### src/rtl/ac_sweep_source.sv
`default_nettype none
// ============================================================================
//  Module      : ac_sweep_source
//  Description : Stepped-frequency sine source for AC characterisation.
//                A DDS phase accumulator drives a quarter-wave sine table.
//                Each frequency point first runs SETTLE_N samples so the
//                device under test can settle. It then runs MEAS_N samples
//                with 'measuring' high. After that the frequency word steps
//                up and the next point starts.
//  Revision    : 1.0 - initial release
// ----------------------------------------------------------------------------
//  Ports
//    clk, rst            : clock, synchronous active-high reset
//    start, abort        : sweep request (one cycle) / immediate termination
//    f_start, f_step     : first frequency word, linear increment
//    n_steps             : number of frequency points (0 = empty sweep)
//    sample_o            : signed sine sample (combinational from phase)
//    sample_valid/ready  : sample handshake
//    measuring           : sample belongs to the measurement window
//    step_idx            : current frequency point
//    busy, done          : sweep active / one-cycle completion pulse
//  Configuration
//    AC_SWEEP_LOG_EN     : when defined, each step does freq += freq>>LOG_SHIFT
//                          (logarithmic spacing) and f_step is ignored
// ============================================================================
module ac_sweep_source #(
    parameter int PHASE_W   = 24,
    parameter int AMP_W     = 12,
    parameter int SETTLE_N  = 64,
    parameter int MEAS_N    = 256,
    parameter int LOG_SHIFT = 3
) (
    input  logic                     clk,
    input  logic                     rst,
    input  logic                     start,
    input  logic                     abort,
    input  logic [PHASE_W-1:0]       f_start,
    input  logic [PHASE_W-1:0]       f_step,
    input  logic [7:0]               n_steps,
    output logic signed [AMP_W-1:0]  sample_o,
    output logic                     sample_valid,
    input  logic                     sample_ready,
    output logic                     measuring,
    output logic [7:0]               step_idx,
    output logic                     busy,
    output logic                     done
);

    typedef enum logic [2:0] {
        S_IDLE    = 3'd0,
        S_SETTLE  = 3'd1,
        S_MEASURE = 3'd2,
        S_STEP    = 3'd3,
        S_DONE    = 3'd4
    } state_t;

    localparam int c_cnt_max = (SETTLE_N > MEAS_N) ? SETTLE_N : MEAS_N;
    localparam int c_cnt_w   = $clog2(c_cnt_max + 1);
    localparam logic [c_cnt_w-1:0] c_settle_last = c_cnt_w'(SETTLE_N - 1);
    localparam logic [c_cnt_w-1:0] c_meas_last   = c_cnt_w'(MEAS_N - 1);
    localparam logic [PHASE_W-1:0] c_nyq    = {1'b0, {(PHASE_W-1){1'b1}}};
    localparam logic [AMP_W-2:0]   c_full   = {(AMP_W-1){1'b1}};
    localparam real                c_pi     = 3.14159265358979323846;

    // Taylor series for sin(x). It is evaluated only at elaboration, and
    // only to fill the constant table.
    function automatic real f_sin(input real x);
        real term;
        real acc;
        term = x;
        acc  = x;
        for (int n = 1; n < 12; n++) begin
            term = -term * x * x / ((2.0 * n) * (2.0 * n + 1.0));
            acc  = acc + term;
        end
        return acc;
    endfunction

    function automatic logic [AMP_W-2:0] f_qw(input int i);
        real a;
        a = ((2.0 ** (AMP_W - 1)) - 1.0) * f_sin(2.0 * c_pi * i / 256.0);
        return (AMP_W-1)'($rtoi(a + 0.5));
    endfunction

    state_t              r_state;
    logic [PHASE_W-1:0]  r_phase;
    logic [PHASE_W-1:0]  r_freq;
    logic [c_cnt_w-1:0]  r_cnt;
    logic [7:0]          r_step_idx;
    logic [7:0]          r_n_steps;
    logic                r_done;

    logic                w_xfer;
    logic [PHASE_W-1:0]  w_inc;
    logic [PHASE_W:0]    w_sum;
    logic [PHASE_W-1:0]  w_freq_next;

    // ---------------- sine lookup: 64-entry quarter wave -------------------
    logic [AMP_W-2:0] w_qtab [64];

    for (genvar gi = 0; gi < 64; gi++) begin : g_qtab
        localparam logic [AMP_W-2:0] c_val = f_qw(gi);
        assign w_qtab[gi] = c_val;
    end

    logic [7:0]              w_k;
    logic [5:0]              w_idx_m;
    logic [AMP_W-2:0]        w_mag;
    logic signed [AMP_W-1:0] w_mag_s;

    always_comb begin
        w_k     = r_phase[PHASE_W-1 -: 8];
        // The odd quadrants read the table backwards. Index 64 (the peak)
        // is not in the table, so it is produced separately below.
        w_idx_m = w_k[6] ? (6'd0 - w_k[5:0]) : w_k[5:0];
        if (w_k[6] && (w_k[5:0] == 6'd0)) begin
            w_mag = c_full;
        end else begin
            w_mag = w_qtab[w_idx_m];
        end
        w_mag_s  = signed'({1'b0, w_mag});
        sample_o = w_k[7] ? -w_mag_s : w_mag_s;
    end

    // ---------------- frequency step ---------------------------------------
`ifdef AC_SWEEP_LOG_EN
    logic w_unused_f_step;
    assign w_unused_f_step = ^f_step;
    assign w_inc = r_freq >> LOG_SHIFT;
`else
    logic [PHASE_W-1:0] r_f_step;
    assign w_inc = r_f_step;
`endif

    // Steps saturate at Nyquist so that the frequency never folds back.
    assign w_sum       = {1'b0, r_freq} + {1'b0, w_inc};
    assign w_freq_next = (w_sum > {1'b0, c_nyq}) ? c_nyq : w_sum[PHASE_W-1:0];

    // ---------------- control ----------------------------------------------
    assign sample_valid = (r_state == S_SETTLE) || (r_state == S_MEASURE);
    assign measuring    = (r_state == S_MEASURE);
    assign busy         = (r_state != S_IDLE);
    assign done         = r_done;
    assign step_idx     = r_step_idx;
    assign w_xfer       = sample_valid && sample_ready;

    always_ff @(posedge clk) begin
        r_done <= 1'b0;
        if (rst) begin
            r_state    <= S_IDLE;
            r_phase    <= '0;
            r_freq     <= '0;
            r_cnt      <= '0;
            r_step_idx <= '0;
            r_n_steps  <= '0;
`ifndef AC_SWEEP_LOG_EN
            r_f_step   <= '0;
`endif
        end else if (abort) begin
            r_state <= S_IDLE;
        end else begin
            case (r_state)
                S_IDLE: begin
                    if (start) begin
                        r_freq     <= f_start;
                        r_phase    <= '0;
                        r_cnt      <= '0;
                        r_step_idx <= '0;
                        r_n_steps  <= n_steps;
`ifndef AC_SWEEP_LOG_EN
                        r_f_step   <= f_step;
`endif
                        r_state    <= (n_steps == 8'd0) ? S_DONE : S_SETTLE;
                    end
                end
                S_SETTLE: begin
                    if (w_xfer) begin
                        r_phase <= r_phase + r_freq;
                        if (r_cnt == c_settle_last) begin
                            r_cnt   <= '0;
                            r_state <= S_MEASURE;
                        end else begin
                            r_cnt <= r_cnt + 1'b1;
                        end
                    end
                end
                S_MEASURE: begin
                    if (w_xfer) begin
                        r_phase <= r_phase + r_freq;
                        r_cnt   <= r_cnt + 1'b1;
                        if (r_cnt == c_meas_last) begin
                            r_state <= S_STEP;
                        end
                    end
                end
                S_STEP: begin
                    r_freq <= w_freq_next;
                    if (r_step_idx == r_n_steps - 8'd1) begin
                        r_state <= S_DONE;
                    end else begin
                        r_step_idx <= r_step_idx + 8'd1;
                        r_cnt      <= '0;
                        r_state    <= S_SETTLE;
                    end
                end
                S_DONE: begin
                    r_done  <= 1'b1;
                    r_state <= S_IDLE;
                end
                default: r_state <= S_IDLE;
            endcase
        end
    end

endmodule
`default_nettype wire
### config.mk
export PLATFORM = sky130hd
export DESIGN_NAME = ac_sweep_source
export DESIGN_NICKNAME = d
export VERILOG_FILES = /design/src/rtl/ac_sweep_source.sv
export SDC_FILE = /design/constraint.sdc
export NUM_CORES = 1
export LEC_CHECK = 0
export ABC_AREA = 1
export CAP_MARGIN = 25
export CORE_ASPECT_RATIO = 2
export CORE_UTILIZATION = 53
export DETAILED_ROUTE_END_ITERATION = 8
export HOLD_SLACK_MARGIN = 0.03
export PLACE_DENSITY = 0.75
export SKIP_CTS_REPAIR_TIMING = 1
export SLEW_MARGIN = 20
export SYNTH_ARGS = -nofsm -noshare
export SYNTH_HDL_FRONTEND = slang
export SYNTH_SLANG_ARGS = --single-unit
### constraint.sdc
create_clock -name clk -period 3.4 [get_ports clk]
set_input_delay 0.68 -clock clk [delete_from_list [all_inputs] [get_ports clk]]
set_output_delay 0.68 -clock clk [all_outputs]
set_load 0.05 [all_outputs]
==> results of run 1 <==
-- report_power, final --
part           total, µW  switching, µW  leakage, µW  internal [µW]
logic                818            507      0.00391            311
registers           1340           91.6     0.000825           1250
clock network       1160            495     0.000160            669
-- kinds of logic after synthesis --
logic type	share of synthesized area [%]
adder cells (fa/ha/maj)	9.357
buffers and inverters	8.777
AND/OR/NAND/NOR	37.43
AO/OA/AOI/OAI	18.04
XOR/XNOR	3.562
flip-flops	22.84
-- stage by stage --
stage                     total power, µW  cell area [µm²]
after CTS                            3311            10660
after global placement               2154            10330
after global routing                 3459            10810
after floorplan                      1850             8947
final                                3325            10810
after detailed placement             2162            10330
-- final cells by class --
| class | instances | area (µm²) | area share, % |
|---|---|---|---|
| Multi-Input combinational cell | 1143 | 6266 | 57.94 |
| Sequential cell | 101 | 2028 | 18.76 |
| Timing Repair Buffer | 144 | 1410 | 13.04 |
| Inverter | 134 | 526.8 | 4.871 |
| Tap cell | 204 | 255.2 | 2.360 |
| Clock buffer | 11 | 242.7 | 2.245 |
| Clock inverter | 5 | 82.58 | 0.7636 |
| Antenna cell | 1 | 2.502 | 0.02314 |
-- cells in the mapped netlist, drive strengths merged --
master	instances
nand3	109
xor2	24
o21a	2
xnor2	12
a21boi	3
clkbuf	30
a31o	1
nand4	14
o2bb2ai	1
a31oi	6
nand3b	6
o31ai	1
or2	7
a211oi	6
o211ai	2
or4	1
o21bai	11
nand2	365
buf	17
o22ai	1
nor4	8
a21o	6
dfxtp	101
nor2	209
inv	131
fa	2
a21oi	150
and2	2
ha	63
nor3	23
clkinv	3
o21ai	108
-- flip-flops by register name (all words and copies together) (netlist names) --
register   flops
done           1
r_cnt          9
r_f_step      24
r_freq        24
r_n_steps      8
r_phase       24
r_state        3
step_idx       8
-- worst max-delay path by stage --
stage / startpoint / to / cells past startpoint
floorplan: r_phase[16]$_SDFFE_PP0P_ / sample_o[2] / 16
detailed placement: r_phase[17]$_SDFFE_PP0P_ / sample_o[8] / 21
CTS: r_phase[17]$_SDFFE_PP0P_ / sample_o[8] / 21
global route: r_phase[17]$_SDFFE_PP0P_ / sample_o[8] / 23
global placement: r_phase[16]$_SDFFE_PP0P_ / sample_o[8] / 21
finish: r_phase[17]$_SDFFE_PP0P_ / sample_o[8] / 23
-- layer usage --
layer | vias to the layer above | part of all wire, %
li1 | 4921 | -
met2 | 357 | 52
met4 | 0 | 11
met3 | 174 | 4.9
met1 | 4521 | 32
met5 | - | 0
-- worst register-to-register path, delay by kind of cell, from the launching register on --
family,cells,cell delay [ns]
xor gates and xnor gates,1,0.38
DFF,1,0.62
AOI/OAI and AO/OA,4,0.73
and+or+nand+nor,4,0.47
adders and majority gates,1,0.40
buffers and inverters,2,0.27
==> impl_results.md, run 1 <==
* Required time worst endpoint at ~2.7 ns
* Vias at around 10000
* Worst Hold Path Cells at 2
* Failing checks: design-rule violations, negative setup slack
* # nets final at around 1700
* Met2 Usage GRT at roughly two thirds
* Status: complete, but fails checks
* Period utilization at 115.0%
* FP Rows at between 60 and 70
* Post-Syn Area at around 8900 µm²
* Hold Fails Final Rpt at 0
* Worst-path maximum fanout at 6
* Setup WS post-layout at -0.5106 ns
* Die Wd at 93.39 µm
* Top post-synthesis cells by area: dfxtp_1, nand2_1, ha_1, nor2_1, a21oi_1
* DRC at 1
* Fin cells at ~1700
* Cell breakdown of the critical path: inv_2, ha_4, o21ai_4, inv_4, ha_4, inv_2, nand2_2, nand2_2, nand2_1, nand2_1, nand3_1, nand2_1, nand2_2, a21oi_2, ha_2, nand3_2, nor2_2, nand2_1, nand2_1, nand2_1, nand2_2, clkinvlp_4, buf_12
* Sequential area share after synthesis at 22.84%
* Final RePlAce weighted congestion at about 1.1
* Worst stage delay on the critical path at roughly 0.34 ns
* Mean post-synth cell area at approximately 6.2 µm²
* CP Class: reg2out
* GR Util All Layers at between 30% and 40%
* Initial DRT Pass Iterations at 9
* TritonCTS clock tree: done
* Number of global-route vias before repair at between 9000 and 10000
* CP arrival at between 3 and 4 ns
* Commonest non-fill, non-tap cell in the layout: nand2_1
* Initial core utilization at around 54%
* Library cells used by synthesis at 52
* Top cell type's share of synthesized area at 22.84%
* Root buffer cell: clkbuf_16
* Leading cell types in the layout, fill and taps excluded: nand2_1, nor2_1, a21oi_1
* DR vias/cell at ~5.7
* Pleak at 0.004899 µW
* Clock skew at approximately 0.0099 ns
* Antenna violations before repair at 1
* Final min period at roughly 3.9 ns
* Most used cell, CP: nand2_1
* Clock transition at path regs at around 0.070 ns
* Setup TNS at -3.656 ns
* Num CTS Buffers at 9
* Global-route wire length before repair at between 40 and 50 mm
* Max Slew Vio Count at 0
* DP Worst Slack at -0.07194 ns
* Final setup violation count at 11
* Post-layout util at roughly two thirds
* Syn Inst Count at 1425
* # port buffers at 84
* Synthesized Nets at between 1500 and 2000
* R2r setup slk at 0.40 ns
* Placed Cells at roughly 1700
* Top delay family on crit path: simple AND/OR/NAND/NOR gates
* Max-cap violations at 0
* H-tree levels at 3
* GRT overflow at 0
* Max VDD drop at between 400 and 500 µV
* Layout cells sized above 1 at around an eighth
* Wire length per cell at approximately 18 µm
* Slowest-stage cell, CP: dfxtp_2
* WL final at 31.21 mm
* Pin count of the biggest net entering global routing at 60
* Layout Area Growth over Synthesis at 22.16%
* Core ar. at 16270 µm²
* Final hold slack at 0.4749 ns
* Register bit total from synthesis at between 100 and 150
* Top Usage Layer GRT: met2
* Met1 GRT Util at between 30% and 40%
* CP Capture Type: primary output
* Area leader, netlist: dfxtp_1
* Synth warn at 0
* Max-slew headroom at around 36%
* Layout fillers at ~1600
* Clock Latency Late Sink at 0.37 ns
* Worst hold path class: reg2reg
* CP startpoint kind: flip-flop
* Die H at roughly 180 µm
* Number of DRC violations after detailed-routing iteration 0 at ~500
* Buf/Inv on CP at 5
* Clock Sinks at ~100
* Die ar. at around 17000 µm²
* Worst Hold Path EP: r_phase[10]$_SDFFE_PP0P_
* Reg2reg end: r_freq[14]$_SDFFE_PP0P_
* Pwr dens at between 300 and 400 nW/µm²
* Routed Antenna Nets at 0
* Max frequency at between 200 and 300 MHz
* RSZ-0062 raised after global routing: yes
* Num ports at 85
* Max Root-Sink Buffers at 2
* RR Startpoint: r_freq[18]$_SDFFE_PP0P_
* R2R depth at 12
* Hold path start: r_phase[10]$_SDFFE_PP0P_
* DP HPWL at 24.50 mm
* GR Util met3 at 8.703%
* Worst-margin pin slew at ~0.95 ns
Power figures use the tool's default switching activity.
==> inputs of run 2 (changes only) <==
--- a/config.mk
+++ b/config.mk
@@ -8,10 +8,11 @@
 export ABC_AREA = 1
 export CAP_MARGIN = 25
 export CORE_ASPECT_RATIO = 2
-export CORE_UTILIZATION = 53
+export CORE_UTILIZATION = 60
+export CTS_BUF_LIST = sky130_fd_sc_hd__clkbuf_4
 export DETAILED_ROUTE_END_ITERATION = 8
 export HOLD_SLACK_MARGIN = 0.03
-export PLACE_DENSITY = 0.75
+export PLACE_DENSITY = 0.8
 export SKIP_CTS_REPAIR_TIMING = 1
 export SLEW_MARGIN = 20
 export SYNTH_ARGS = -nofsm -noshare
==> constraint.sdc (replaced) <==
create_clock -name clk -period 3.9 [get_ports clk]
set_input_delay 0.78 -clock clk [delete_from_list [all_inputs] [get_ports clk]]
set_output_delay 0.78 -clock clk [all_outputs]
set_load 0.05 [all_outputs]
==> run 2 against run 1 <==
Against the previous run: the run still ends with design-rule violations, negative setup slack left; highest routed layer unchanged; combinational power is 13% lower; largest power group unchanged; sequential share of layout area rose by 0.22 points; clock power down 42%; count of clock-buffer cells in the layout shrank 2; global-route usage increased by 0.88 points; routed wire length down 3.9%; largest cell class unchanged.
==> impl_results.md, run 2 (synthesis gave the netlist of run 1 again) <==
* Status: complete, but fails checks
* Failing checks: design-rule violations, negative setup slack
* Global-route wire length before repair at 44.33 mm (-8.2%)
* Design Power at 2551 µW (-23%)
* Reg2reg end: r_freq[4]$_SDFFE_PP0P_
* Layout Area Growth over Synthesis at 20.68%
* # nets final at 1636 (-1.4%)
* Worst-path maximum fanout at 8 (+2)
* Slowest-stage cell, CP: dfxtp_2
* Die Wd at 87.89 µm (-5.9%)
* TritonCTS clock tree: done
* R2R depth at 18 (+6)
* FP Rows at 62 (-6.1%)
* H-tree levels at 3 (unchanged)
* Hold path start: r_phase[15]$_SDFFE_PP0P_
* Initial DRT Pass Iterations at 9 (unchanged)
* CP arrival at 3.34 ns (+0.11 ns)
* Core ar. at 14350 µm² (-12%)
* Leading cell types in the layout, fill and taps excluded: nand2_1, nor2_1, a21oi_1
* Worst hold path class: reg2reg
* Max-slew headroom at 39.25% (+3.3 points)
* Root buffer cell: clkbuf_4
* Worst stage delay on the critical path at 0.37 ns (+0.03 ns)
* Routed Antenna Nets at 0 (unchanged)
* DRC at 1 (unchanged)
* Num ports at 85 (unchanged)
* Initial core utilization at 61.68% (+7.3 points)
* Clock Sinks at 101 (unchanged)
* Required time worst endpoint at 3.12 ns (+0.40 ns)
* Largest regs: r_f_step (24), r_freq (24), r_phase (24)
* Period utilization at 105.7%
* Num CTS Buffers at 9 (unchanged)
* CP startpoint kind: flip-flop
* Top delay family on crit path: simple AND/OR/NAND/NOR gates
* Vias at 10000 (+0.31%)
* Max VDD drop at 318.3 µV (-24%)
* Max frequency at 242.5 MHz
* Setup TNS at -0.8711 ns (+2.785 ns)
* Pin count of the biggest net entering global routing at 60 (unchanged)
* Worst-margin pin slew at 0.9103 ns (-0.04187 ns)
* RSZ-0062 raised after global routing: yes
* Buf/Inv on CP at 6 (+1)
* RR Startpoint: r_f_step[0]$_SDFFE_PP0P_
* Commonest non-fill, non-tap cell in the layout: nand2_1
* DP HPWL at 22.73 mm (-7.2%)
* Most used cell, CP: nand2_1
* Final min period at a little over 4 ns
* Final RePlAce weighted congestion at 1.005 (-11%)
* Cell breakdown of the critical path: inv_2, ha_4, o21ai_4, clkinv_4, ha_4, inv_4, nand2_2, buf_6, nand4_1, nand2_1, nand2_2, nor2_4, ha_4, nand3_2, nor2_1, nand2_1, nand2_1, nand2_1, nand2_2, clkinvlp_4, buf_12
* Pwr dens at 238.8 nW/µm² (-22%)
* Die ar. at 15270 µm² (-11%)
* # port buffers at 84 (unchanged)
* Antenna violations before repair at 1 (unchanged)
* DR vias/cell at 5.857 (+2.4%)
* R2r setup slk at 0.72 ns (+0.32 ns)
* Die H at 173.8 µm (-6.0%)
* Pleak at 0.004791 µW (-2.2%)
* Number of DRC violations after detailed-routing iteration 0 at 650 (+27%)
* Worst Hold Path Cells at 2 (unchanged)
* WL final at 30.00 mm (-3.9%)
* Clock Latency Late Sink at 0.50 ns (+0.13 ns)
* Clock transition at path regs at 0.15 ns (+0.08 ns)
* CP Class: reg2out
* Layout cells sized above 1 at 13.40% (+0.72 points)
* Wire length per cell at 17.56 µm (-1.9%)
* GRT overflow at 0 (unchanged)
* Clock skew at 0.02189 ns (+0.01196 ns)
* Final setup violation count at 8 (-3)
* GR Util All Layers at 38.11% (+0.88 points)
* Hold Fails Final Rpt at 0 (unchanged)
* Max Root-Sink Buffers at 2 (unchanged)
* Worst Hold Path EP: r_phase[15]$_SDFFE_PP0P_
* Setup WS post-layout at -0.2237 ns (+0.2869 ns)
* Max-cap violations at 0 (unchanged)
* Max Slew Vio Count at 0 (unchanged)
* Number of global-route vias before repair at 9354 (-4.0%)
* CP Capture Type: primary output
## run 2: through the flow
stage	instances	instance area (µm²)	util, %	setup WS, ns	hold WS, ns
after floorplan	1425	8891	-	0.07301	0.4439
after global placement	1676	10000	69.71	0.1759	0.4542
after detailed placement	1676	10000	69.71	0.08920	0.4631
after CTS	1692	10180	70.93	-0.4863	0.4841
after global routing	1708	10680	74.44	-0.5950	0.4936
final	1708	10680	74.44	-0.2237	0.4853
## run 2: worst min-delay path, cell delays in order, from the launching register on
cell,delay (ns)
dfxtp_1,0.34
nand2_1,0.06
a21oi_1,0.05
## run 2: power by group
part           switching (µW)  total (µW)  internal, µW  leakage [µW]
registers                78.2        1170          1090      0.000825
clock network             401         672           271     0.0000902
logic                     443         710           266       0.00388
total                     922        2550          1630       0.00479
## run 2: cell type report
| cell class | count | area [µm²] |
|---|---|---|
| clock buffer | 9 | 67.56 |
| sequential | 101 | 2027 |
| multi-input combinational | 1144 | 6451 |
| clock inverter | 7 | 107.6 |
| fill | 1199 | 3669 |
| inverter | 134 | 529.3 |
| timing repair buffer | 120 | 1257 |
| antenna | 1 | 2.502 |
| tap | 192 | 240.2 |
## run 2: worst max path at each step
stage / from / end / depth (start not counted)
floorplan: r_phase[16]$_SDFFE_PP0P_ / sample_o[8] / 22
global placement: r_phase[16]$_SDFFE_PP0P_ / sample_o[8] / 23
detailed placement: r_phase[17]$_SDFFE_PP0P_ / sample_o[8] / 23
CTS: r_phase[17]$_SDFFE_PP0P_ / sample_o[8] / 23
global route: r_phase[16]$_SDFFE_PP0P_ / sample_o[10] / 20
finish: r_phase[16]$_SDFFE_PP0P_ / sample_o[8] / 21
## run 2: metal layers
layer	vias up	global-route usage (%)	wire length, µm
met5	-	0	0
met4	0	33.81	2968
met3	180	7.000	1832
met2	419	68.09	15310
met1	4536	35.07	9888
li1	4869	-	-
